--- config.mk ---
export PLATFORM = sky130hd
export DESIGN_NAME = hex_keypad_entry
export DESIGN_NICKNAME = d
export VERILOG_FILES = /design/src/rtl/hex_keypad_entry.sv
export SDC_FILE = /design/constraint.sdc
export NUM_CORES = 1
export LEC_CHECK = 0
export BUFFER_PORTS_ARGS = -buffer_cell sky130_fd_sc_hd__buf_2
export CELL_PAD_IN_SITES_DETAIL_PLACEMENT = 0
export CELL_PAD_IN_SITES_GLOBAL_PLACEMENT = 2
export CORE_ASPECT_RATIO = 1.25
export CORE_MARGIN = 3
export CORE_UTILIZATION = 41
export CTS_BUF_LIST = sky130_fd_sc_hd__clkbuf_2 sky130_fd_sc_hd__clkbuf_4 sky130_fd_sc_hd__clkbuf_8
export DETAILED_ROUTE_END_ITERATION = 8
export MAX_ROUTING_LAYER = met4
export PLACE_DENSITY_LB_ADDON = 0.3
export SYNTH_ARGS = -nofsm -noshare
export SYNTH_HDL_FRONTEND = slang
export SYNTH_SLANG_ARGS = --single-unit
--- constraint.sdc ---
create_clock -name clk -period 4 [get_ports clk]
set_input_delay 0.4 -clock clk [delete_from_list [all_inputs] [get_ports clk]]
set_output_delay 0.4 -clock clk [all_outputs]
set_load 0.01 [all_outputs]
--- src/rtl/hex_keypad_entry.sv ---
// hex_keypad_entry
// Scans a 4x4 active-low hex keypad, debounces each press and release, and
// shifts every accepted hex digit into a 32-bit entry register (newest digit
// in [3:0]). Exactly one digit is accepted per physical press.
//
// Ports:
//   clk        system clock, rising edge
//   rst        asynchronous active-low reset
//   row[3:0]   keypad rows, active-low, asynchronous to clk
//   clr        synchronous clear of the entry register and digit count
//   col[3:0]   keypad column drive, active-low, one-cold
//   value[31:0] entry register
//   key_code   hex code of the last accepted key
//   key_valid  one-cycle strobe per accepted key
//   digit_cnt  digits entered, saturating at 8
//
// Build option: define KEYPAD_AUTOREPEAT_EN to re-emit the held key every
// REPEAT_TICKS scan ticks while it stays pressed.
module hex_keypad_entry #(
    parameter int SCAN_DIV       = 100000,
    parameter int DEBOUNCE_TICKS = 10,
    parameter int REPEAT_TICKS   = 500
) (
    input  logic        clk,
    input  logic        rst,
    input  logic [3:0]  row,
    input  logic        clr,
    output logic [3:0]  col,
    output logic [31:0] value,
    output logic [3:0]  key_code,
    output logic        key_valid,
    output logic [3:0]  digit_cnt
);

    localparam int TICK_W = $clog2(SCAN_DIV);
    localparam int DEB_W  = $clog2(DEBOUNCE_TICKS + 1);
    localparam logic [TICK_W-1:0] TICK_LAST = TICK_W'(SCAN_DIV - 1);
    localparam logic [DEB_W-1:0]  DEB_DONE  = DEB_W'(DEBOUNCE_TICKS);
`ifdef KEYPAD_AUTOREPEAT_EN
    localparam int REP_W = $clog2(REPEAT_TICKS + 1);
    localparam logic [REP_W-1:0] REP_DONE = REP_W'(REPEAT_TICKS);
`endif

    typedef enum logic [1:0] {
        SCAN     = 2'd0,
        DEBOUNCE = 2'd1,
        ACCEPT   = 2'd2,
        RELEASE  = 2'd3
    } state_t;

    // True when exactly one row line is pulled low.
    function automatic logic one_low(input logic [3:0] p);
        case (p)
            4'b1110, 4'b1101, 4'b1011, 4'b0111: one_low = 1'b1;
            default:                            one_low = 1'b0;
        endcase
    endfunction

    // Index of the single low row line.
    function automatic logic [1:0] low_index(input logic [3:0] p);
        case (p)
            4'b1110: low_index = 2'd0;
            4'b1101: low_index = 2'd1;
            4'b1011: low_index = 2'd2;
            4'b0111: low_index = 2'd3;
            default: low_index = 2'd0;
        endcase
    endfunction

    // Physical key position to hex code.
    function automatic logic [3:0] key_map(input logic [1:0] r, input logic [1:0] c);
        case ({r, c})
            4'b00_00: key_map = 4'h1;
            4'b00_01: key_map = 4'h2;
            4'b00_10: key_map = 4'h3;
            4'b00_11: key_map = 4'hA;
            4'b01_00: key_map = 4'h4;
            4'b01_01: key_map = 4'h5;
            4'b01_10: key_map = 4'h6;
            4'b01_11: key_map = 4'hB;
            4'b10_00: key_map = 4'h7;
            4'b10_01: key_map = 4'h8;
            4'b10_10: key_map = 4'h9;
            4'b10_11: key_map = 4'hC;
            4'b11_00: key_map = 4'h0;
            4'b11_01: key_map = 4'hF;
            4'b11_10: key_map = 4'hE;
            4'b11_11: key_map = 4'hD;
            default:  key_map = 4'h0;
        endcase
    endfunction

    // Column index to active-low one-cold drive pattern.
    function automatic logic [3:0] col_drive(input logic [1:0] idx);
        case (idx)
            2'd0:    col_drive = 4'b1110;
            2'd1:    col_drive = 4'b1101;
            2'd2:    col_drive = 4'b1011;
            2'd3:    col_drive = 4'b0111;
            default: col_drive = 4'b1110;
        endcase
    endfunction

    logic [3:0]        row_meta_r, rs_r;
    logic [TICK_W-1:0] tick_cnt_r;
    logic              tick_s;
    state_t            state_r, state_nx;
    logic [1:0]        col_idx_r, col_idx_nx;
    logic [3:0]        latch_r, latch_nx;
    logic [DEB_W-1:0]  deb_r, deb_nx, deb_inc_s;
    logic [DEB_W-1:0]  rel_r, rel_nx, rel_inc_s;
    logic [3:0]        code_s;
    logic [31:0]       value_r;
    logic [3:0]        key_code_r, digit_cnt_r;
    logic              key_valid_r;
    logic [3:0]        col_r;
`ifdef KEYPAD_AUTOREPEAT_EN
    logic [REP_W-1:0]  rep_r, rep_nx, rep_inc_s;
`endif

    assign tick_s    = (tick_cnt_r == TICK_LAST);
    assign deb_inc_s = deb_r + {{(DEB_W-1){1'b0}}, 1'b1};
    assign rel_inc_s = rel_r + {{(DEB_W-1){1'b0}}, 1'b1};
    assign code_s    = key_map(low_index(latch_r), col_idx_r);
`ifdef KEYPAD_AUTOREPEAT_EN
    assign rep_inc_s = rep_r + {{(REP_W-1){1'b0}}, 1'b1};
`endif

    // Two-flop synchronizer for the asynchronous row lines; idles released.
    always_ff @(posedge clk or negedge rst) begin
        if (!rst) begin
            row_meta_r <= 4'hF;
            rs_r       <= 4'hF;
        end else begin
            row_meta_r <= row;
            rs_r       <= row_meta_r;
        end
    end

    // Free-running scan tick divider.
    always_ff @(posedge clk or negedge rst) begin
        if (!rst) begin
            tick_cnt_r <= '0;
        end else if (tick_s) begin
            tick_cnt_r <= '0;
        end else begin
            tick_cnt_r <= tick_cnt_r + {{(TICK_W-1){1'b0}}, 1'b1};
        end
    end

    // FSM state and scan/debounce bookkeeping registers.
    always_ff @(posedge clk or negedge rst) begin
        if (!rst) begin
            state_r   <= SCAN;
            col_idx_r <= 2'd0;
            latch_r   <= 4'hF;
            deb_r     <= '0;
            rel_r     <= '0;
`ifdef KEYPAD_AUTOREPEAT_EN
            rep_r     <= '0;
`endif
        end else begin
            state_r   <= state_nx;
            col_idx_r <= col_idx_nx;
            latch_r   <= latch_nx;
            deb_r     <= deb_nx;
            rel_r     <= rel_nx;
`ifdef KEYPAD_AUTOREPEAT_EN
            rep_r     <= rep_nx;
`endif
        end
    end

    // Next-state logic; every decision is taken only on scan ticks.
    always_comb begin
        state_nx   = state_r;
        col_idx_nx = col_idx_r;
        latch_nx   = latch_r;
        deb_nx     = deb_r;
        rel_nx     = rel_r;
`ifdef KEYPAD_AUTOREPEAT_EN
        rep_nx     = rep_r;
`endif
        case (state_r)
            SCAN: begin
                if (tick_s) begin
                    if (one_low(rs_r)) begin
                        latch_nx = rs_r;
                        deb_nx   = '0;
                        state_nx = DEBOUNCE;
                    end else begin
                        // Idle or multi-row ghosting: keep rotating.
                        col_idx_nx = col_idx_r + 2'd1;
                    end
                end else begin
                    state_nx = SCAN;
                end
            end
            DEBOUNCE: begin
                if (tick_s) begin
                    if (rs_r == latch_r) begin
                        deb_nx = deb_inc_s;
                        if (deb_inc_s == DEB_DONE) begin
                            state_nx = ACCEPT;
                        end else begin
                            state_nx = DEBOUNCE;
                        end
                    end else begin
                        state_nx   = SCAN;
                        col_idx_nx = col_idx_r + 2'd1;
                    end
                end else begin
                    state_nx = DEBOUNCE;
                end
            end
            ACCEPT: begin
                state_nx = RELEASE;
                rel_nx   = '0;
`ifdef KEYPAD_AUTOREPEAT_EN
                rep_nx   = '0;
`endif
            end
            RELEASE: begin
                if (tick_s) begin
                    if (rs_r == 4'hF) begin
                        rel_nx = rel_inc_s;
`ifdef KEYPAD_AUTOREPEAT_EN
                        rep_nx = '0;
`endif
                        if (rel_inc_s == DEB_DONE) begin
                            state_nx = SCAN;
                        end else begin
                            state_nx = RELEASE;
                        end
                    end else begin
                        rel_nx = '0;
`ifdef KEYPAD_AUTOREPEAT_EN
                        if (rs_r == latch_r) begin
                            if (rep_inc_s == REP_DONE) begin
                                rep_nx   = '0;
                                state_nx = ACCEPT;
                            end else begin
                                rep_nx = rep_inc_s;
                            end
                        end else begin
                            rep_nx = '0;
                        end
`endif
                    end
                end else begin
                    state_nx = RELEASE;
                end
            end
            default: begin
                state_nx = SCAN;
            end
        endcase
    end

    // Registered outputs; clr overrides the shift but not the strobe/code.
    always_ff @(posedge clk or negedge rst) begin
        if (!rst) begin
            col_r       <= 4'b1110;
            value_r     <= 32'h0000_0000;
            key_code_r  <= 4'h0;
            key_valid_r <= 1'b0;
            digit_cnt_r <= 4'd0;
        end else begin
            col_r <= col_drive(col_idx_nx);
            if (state_r == ACCEPT) begin
                key_valid_r <= 1'b1;
                key_code_r  <= code_s;
            end else begin
                key_valid_r <= 1'b0;
            end
            if (clr) begin
                value_r     <= 32'h0000_0000;
                digit_cnt_r <= 4'd0;
            end else if (state_r == ACCEPT) begin
                value_r <= {value_r[27:0], code_s};
                if (digit_cnt_r != 4'd8) begin
                    digit_cnt_r <= digit_cnt_r + 4'd1;
                end else begin
                    digit_cnt_r <= digit_cnt_r;
                end
            end else begin
                value_r <= value_r;
            end
        end
    end

    assign col       = col_r;
    assign value     = value_r;
    assign key_code  = key_code_r;
    assign key_valid = key_valid_r;
    assign digit_cnt = digit_cnt_r;

endmodule

Yosys cells after proc, flatten, opt, wreduce, memory -nomap -nowiden

Memory sizes are Yosys's and may differ from the RTL's.
Index checks and enable logic that the tools add are counted.

Add/sub/neg operators: 5
Equal/unequal tests: 26
Muxes and demuxes: 34
Reduce and logical (&&, ||, !) cells: 12

Operators by type and width:

| kind                    | count |
|---|---|
| $mux W32                | 2 |
| $mux W4                 | 9 |
| $eq A4 B4 Y1 const B    | 8 |
| $mux W2                 | 12 |
| $add A17 B1 Y17 const B | 1 |
| $eq A17 B17 Y1 const B  | 1 |
| $mux W17                | 1 |
| $pmux W4 S2             | 2 |
| $pmux W4 S4             | 1 |
| $add A4 B1 Y4 const B   | 3 |
| $ne A2 B2 Y1 const B    | 5 |
| $eq A2 B2 Y1 const B    | 4 |
| $eq A4 B3 Y1 const B    | 2 |
| $pmux W2 S4             | 1 |
| $reduce_bool A2 Y1      | 4 |
| $ne A3 B3 Y1 const B    | 2 |
| $pmux W2 S3             | 1 |
| $reduce_and A2 Y1       | 3 |
| $reduce_and A5 Y1       | 1 |
| $eq A2 B1 Y1 const B    | 2 |
| $eq A4 B4 Y1            | 1 |
| $logic_not A2 Y1        | 2 |
| $mux W1                 | 4 |
| $ne A4 B4 Y1 const B    | 1 |
| 4 further kinds         | 4 |

Register bits: 86
Memory bits (read-only): 64
Input bits: 7
Output and inout port bits: 45
Logic and storage cells: 91
Memories: 1

Memories:

| memory          | words | width | rd ports | clocked after Yosys merged registers in | wr ports | RTL line | source |
|---|---|---|---|---|---|---|---|
| (no name shown) | 16    | 4     | 1        | 0                                       | 0        | 72       | `case ({r, c})` |

Logic depth before layout (Yosys ltp)

Word-level depth: 10
Mapped depth: 8

Least setup slack after synthesis

No wires, ideal clock.

Path kind: reg2reg
Start point: register rs_r[2]
End point: register latch_r[0]
Library setup time: 82 ps
Arrival: 1694 ps
Data required time: 3918 ps
Slack: 2224 ps
Stages on the path, launching flop included: 6
Buffers on the path: 0
Period minus slack after synthesis: 1776 ps
Cells stage by stage: dfstp_2 -> xor2_1 -> nand2_1 -> a311o_1 -> nor3_4 -> mux2_2

Longest elaborated chain between the ends: 6
Elaborated cells on any way between the ends: 9

Ends and longest elaborated chain:

| element                                      | RTL line | source |
|---|---|---|
| start: declaration                           | 104      | `logic [3:0] row_meta_r, rs_r;` |
| start signal: assignment                     | 136      | `rs_r <= row_meta_r;` |
| $eq A4 B4 Y1 or $eq A4 B3 Y1 (tied branches) | 53       | `case (p)` |
| $reduce_or A4 Y1 *                           | 53       |  |
| $mux W1 *                                    | 53       |  |
| $mux W1 *                                    | 186      | `if (tick_s) begin` |
| $mux W1 *                                    | 184      | `case (state_r)` |
| $reduce_and A3 Y1 (no line) *                | n/a      |  |
| end signal: assignment                       | 165      | `latch_r <= latch_nx;` |
| end: declaration                             | 109      | `logic [3:0] latch_r, latch_nx;` |

Mark *: on every way between the ends. The rest lies on a longest branch, timed or not. The select of a mux whose other input is x is not followed.
A chain may end at the register's enable or synchronous reset.

Final worst setup path

Start point: register tick_cnt_r[0]
End point: register rel_r[3]

Longest elaborated chain between the ends: 3

Ends and longest elaborated chain:

| element                     | RTL line | source |
|---|---|---|
| start: declaration          | 105      | `logic [TICK_W-1:0] tick_cnt_r;` |
| start signal: assignment    | 147      | `tick_cnt_r <= tick_cnt_r + {{(TICK_W-1){1'b0}}, 1'b1};` |
| $eq A17 B17 Y1              | 121      | `assign tick_s = (tick_cnt_r == TICK_LAST);` |
| $ne A2 B2 Y1 (no line)      | n/a      |  |
| $reduce_and A2 Y1 (no line) | n/a      |  |
| end signal: assignment      | 167      | `rel_r <= rel_nx;` |
| end: declaration            | 111      | `logic [DEB_W-1:0] rel_r, rel_nx, rel_inc_s;` |

Every way passes these cells.

==> results.md <==
* Post-synth top area share at 45.6%
* CP max stage delay at 0.53 ns
* Post-CTS setup buffers at 0
* CTS-repair resized insts at 0
* Aggregate global routing overflow at 0
* CTS sink count at 86
* Syn_nets at 397
* Die Height at about 120 um
* Placed cell areas at 4260 um2
* WP data required at about 4.3 ns
* Worst setup path category: flop to flop
* Syn_area_per_cell at 10.3 um2
* Setup Skew at 0.00567 ns
* Antenna diodes at 0
* Count leader, synth: nand2_1
* Finished Cell Area at 4510 um2
* Final Max Slew Viols at 0
* Final core utilization at 48.9%
* Layout area overhead at 15.8%
* Synthesized area at approximately 3900 um2
* GR Util All Layers at between 15 and 20%
* Worst setup EP type: flop
* Clock Latency Late Sink at 0.35 ns
* Syn Inst Count at 380
* Post-detailed-route DRC marker count at 0
* Leak at roughly 2.1 nW
* Power per cell area at 372 nW/um2
* Routed len/inst at 13.8 um
* Die area at around 11000 um2
* Relative slew slack at between 20 and 30%
* Fin. Hold Viols at 0
* WP buf/inv at 0
* DP HPWL at around 5000 um
* Setup TNS at 0 ns
* Max Cap Viol at 0
* Initial antenna violation count at 0
* Final Net Count at around 440
* Yosys Warn Count at 0
* CTS tree: yes
* Synth Flop Type: dfrtp_1
* GPL Wtd Cong at 0.789
* Vias in the first global route at 2722
* Hold_buf cts at 0
* Crit-path slowest cell: or3_4
* Area leader, netlist: dfrtp_1
* First-pass detailed-route iteration total at 5
* Max Freq at 0.452 GHz
* Startpoint types: flop
* Async SR Flop Fraction at 100%
* Largest net degree at the start of global routing at 87
* #FFs+latches synth at between 80 and 90
* Period utilisation layout at a little under three fifths
* Initial DRC Count at 101
* FP Rows at 39
* Hold slack at 0.142 ns
* Slew @ Worst Pin at 1.07 ns
* Min Clock Period, post-route at 2.21 ns
* Final setup fails at 0
* Total CTS buffers at 9
* Arrival @ worst endpoint at 2.51 ns
* Maximum vdd drop at about 0.16 mV
* CTS Buffer Depth at 2
* I/O pin count at 52
* Crit Path Max Fanout at 13
* Outcome: finished, final reports clean
* RSZ-0062 raised after global routing: no
* Largest cells by area after synthesis: dfrtp_1 46%, dfstp_2 10%, nand2_1 7.4%
* Total wire length at 7630 um
* Worst-path clk slew at 0.08 ns
* Via/cell ratio at 5.07
* # H-tree levels at 3
* Post-synth EDFFs at 0
* Starting Density at 42.3%
* Global-route wire length before repair at around 13000 um
* Sequential area share after synthesis at 55.7%
* PortBufs at 51
* Root Driver: clkbuf_8
* Post-synth top cells: 77 x nand2_1, 71 x dfrtp_1, 36 x a21oi_1
* Fraction of layout cells with a size suffix above 1 at a little under a quarter
* Core ar. at 9220 um2
* Crit-path leading delay family: simple AND/OR/NAND/NOR gates
* Die W at 93.2 um
* Final ANT Viol Nets at 0
* Final setup margin at 1.79 ns
* CP Cell Sequence: ha_1 > and4_1 > nand4_2 > or3_4 > o21ai_1 > a22o_1
* Type of the tightest min-delay check: input pin to flop
* Via count at 2814
* DP Worst Slack at 1.82 ns
* Cell variety after synth at 45
## routing by layer
metal	GRT usage, %	routed length, um	vias up
li1	-	-	1384
met1	19.3	3420	1361
met2	25.3	3760	58
met3	2.95	308	11
met4	7.33	139	0
met5	-	0	-
## per-stage QoR
stage / instances / total power [mW]
after CTS: 555 / 1.71
after global placement: 539 / 0.931
final: 555 / 1.68
after floorplan: 380 / 0.907
after global routing: 555 / 1.74
after detailed placement: 539 / 0.931
## placed cells by master, fill, tap and decap left out, types with 5 or more instances in the layout
| cell | count |
|---|---|
| nand2_1 | 77 |
| dfrtp_1 | 71 |
| buf_2 | 50 |
| a21oi_1 | 36 |
| nor2_1 | 27 |
| xor2_1 | 16 |
| dfstp_2 | 15 |
| nand3_1 | 13 |
| xnor2_1 | 13 |
| inv_1 | 11 |
| clkbuf_8 | 11 |
| ha_1 | 10 |
| mux2_2 | 8 |
| nand4_1 | 7 |
| and3_1 | 5 |
| nor3_1 | 5 |
| mux2i_1 | 5 |
## path summary, 6_finish.rpt
path | depth (start not counted) | slack (ns) | from | endpoint
setup / recovery | 6 | 1.79 | tick_cnt_r[0] | rel_r[3]
min in group asynchronous | 1 | 0.22 | rst | value[30]
max in group asynchronous | 1 | 3.08 | rst | tick_cnt_r[5]
hold / removal | 1 | 0.14 | row[1] | row_meta_r[1]
setup reg to reg | 6 | 1.79 | tick_cnt_r[0] | rel_r[3]
hold reg to reg | 0 | 0.36 | row_meta_r[0] | rs_r[0]
## state kept, by name, summed over array words and instances, names as in the netlist
register / count
rs_r: 4
key_valid: 1
rel_r: 4
latch_r: 4
row_meta_r: 4
tick_cnt_r: 17
col_idx_r: 2
key_code: 4
state_r: 2
col: 4
value: 32
deb_r: 4
digit_cnt: 4
## worst register-to-register path: cells and delay by family (launching register included)
family          cells  cell delay (ns)
simple gates        3             1.26
flops               1             0.39
compound gates      2             0.29
fa+ha+maj           1             0.22
## where the power goes
group / internal (mW) / switching [mW]
registers: 0.876 / 0.00404
clock network: 0.464 / 0.302
logic: 0.00546 / 0.0260
total: 1.35 / 0.332
## cells by family after synthesis
family	count (synthesis)	synth area share, %
muxes	13	3.60
and+or+nand+nor	154	19.2
xor gates and xnor gates	29	6.52
buffers and inverters	29	2.86
adders and majority gates	10	3.21
DFF	86	55.7
AOI/OAI and AO/OA	59	8.89
## cell type report
| cell class | count | area, um2 |
|---|---|---|
| clock buffer | 13 | 166 |
| clock inverter | 3 | 90.1 |
| fill | 878 | 4710 |
| inverter | 12 | 45.0 |
| multi-input combinational | 265 | 1620 |
| sequential | 86 | 2170 |
| tap | 123 | 154 |
| timing repair buffer | 53 | 273 |
(Power assumes the default switching activity.)
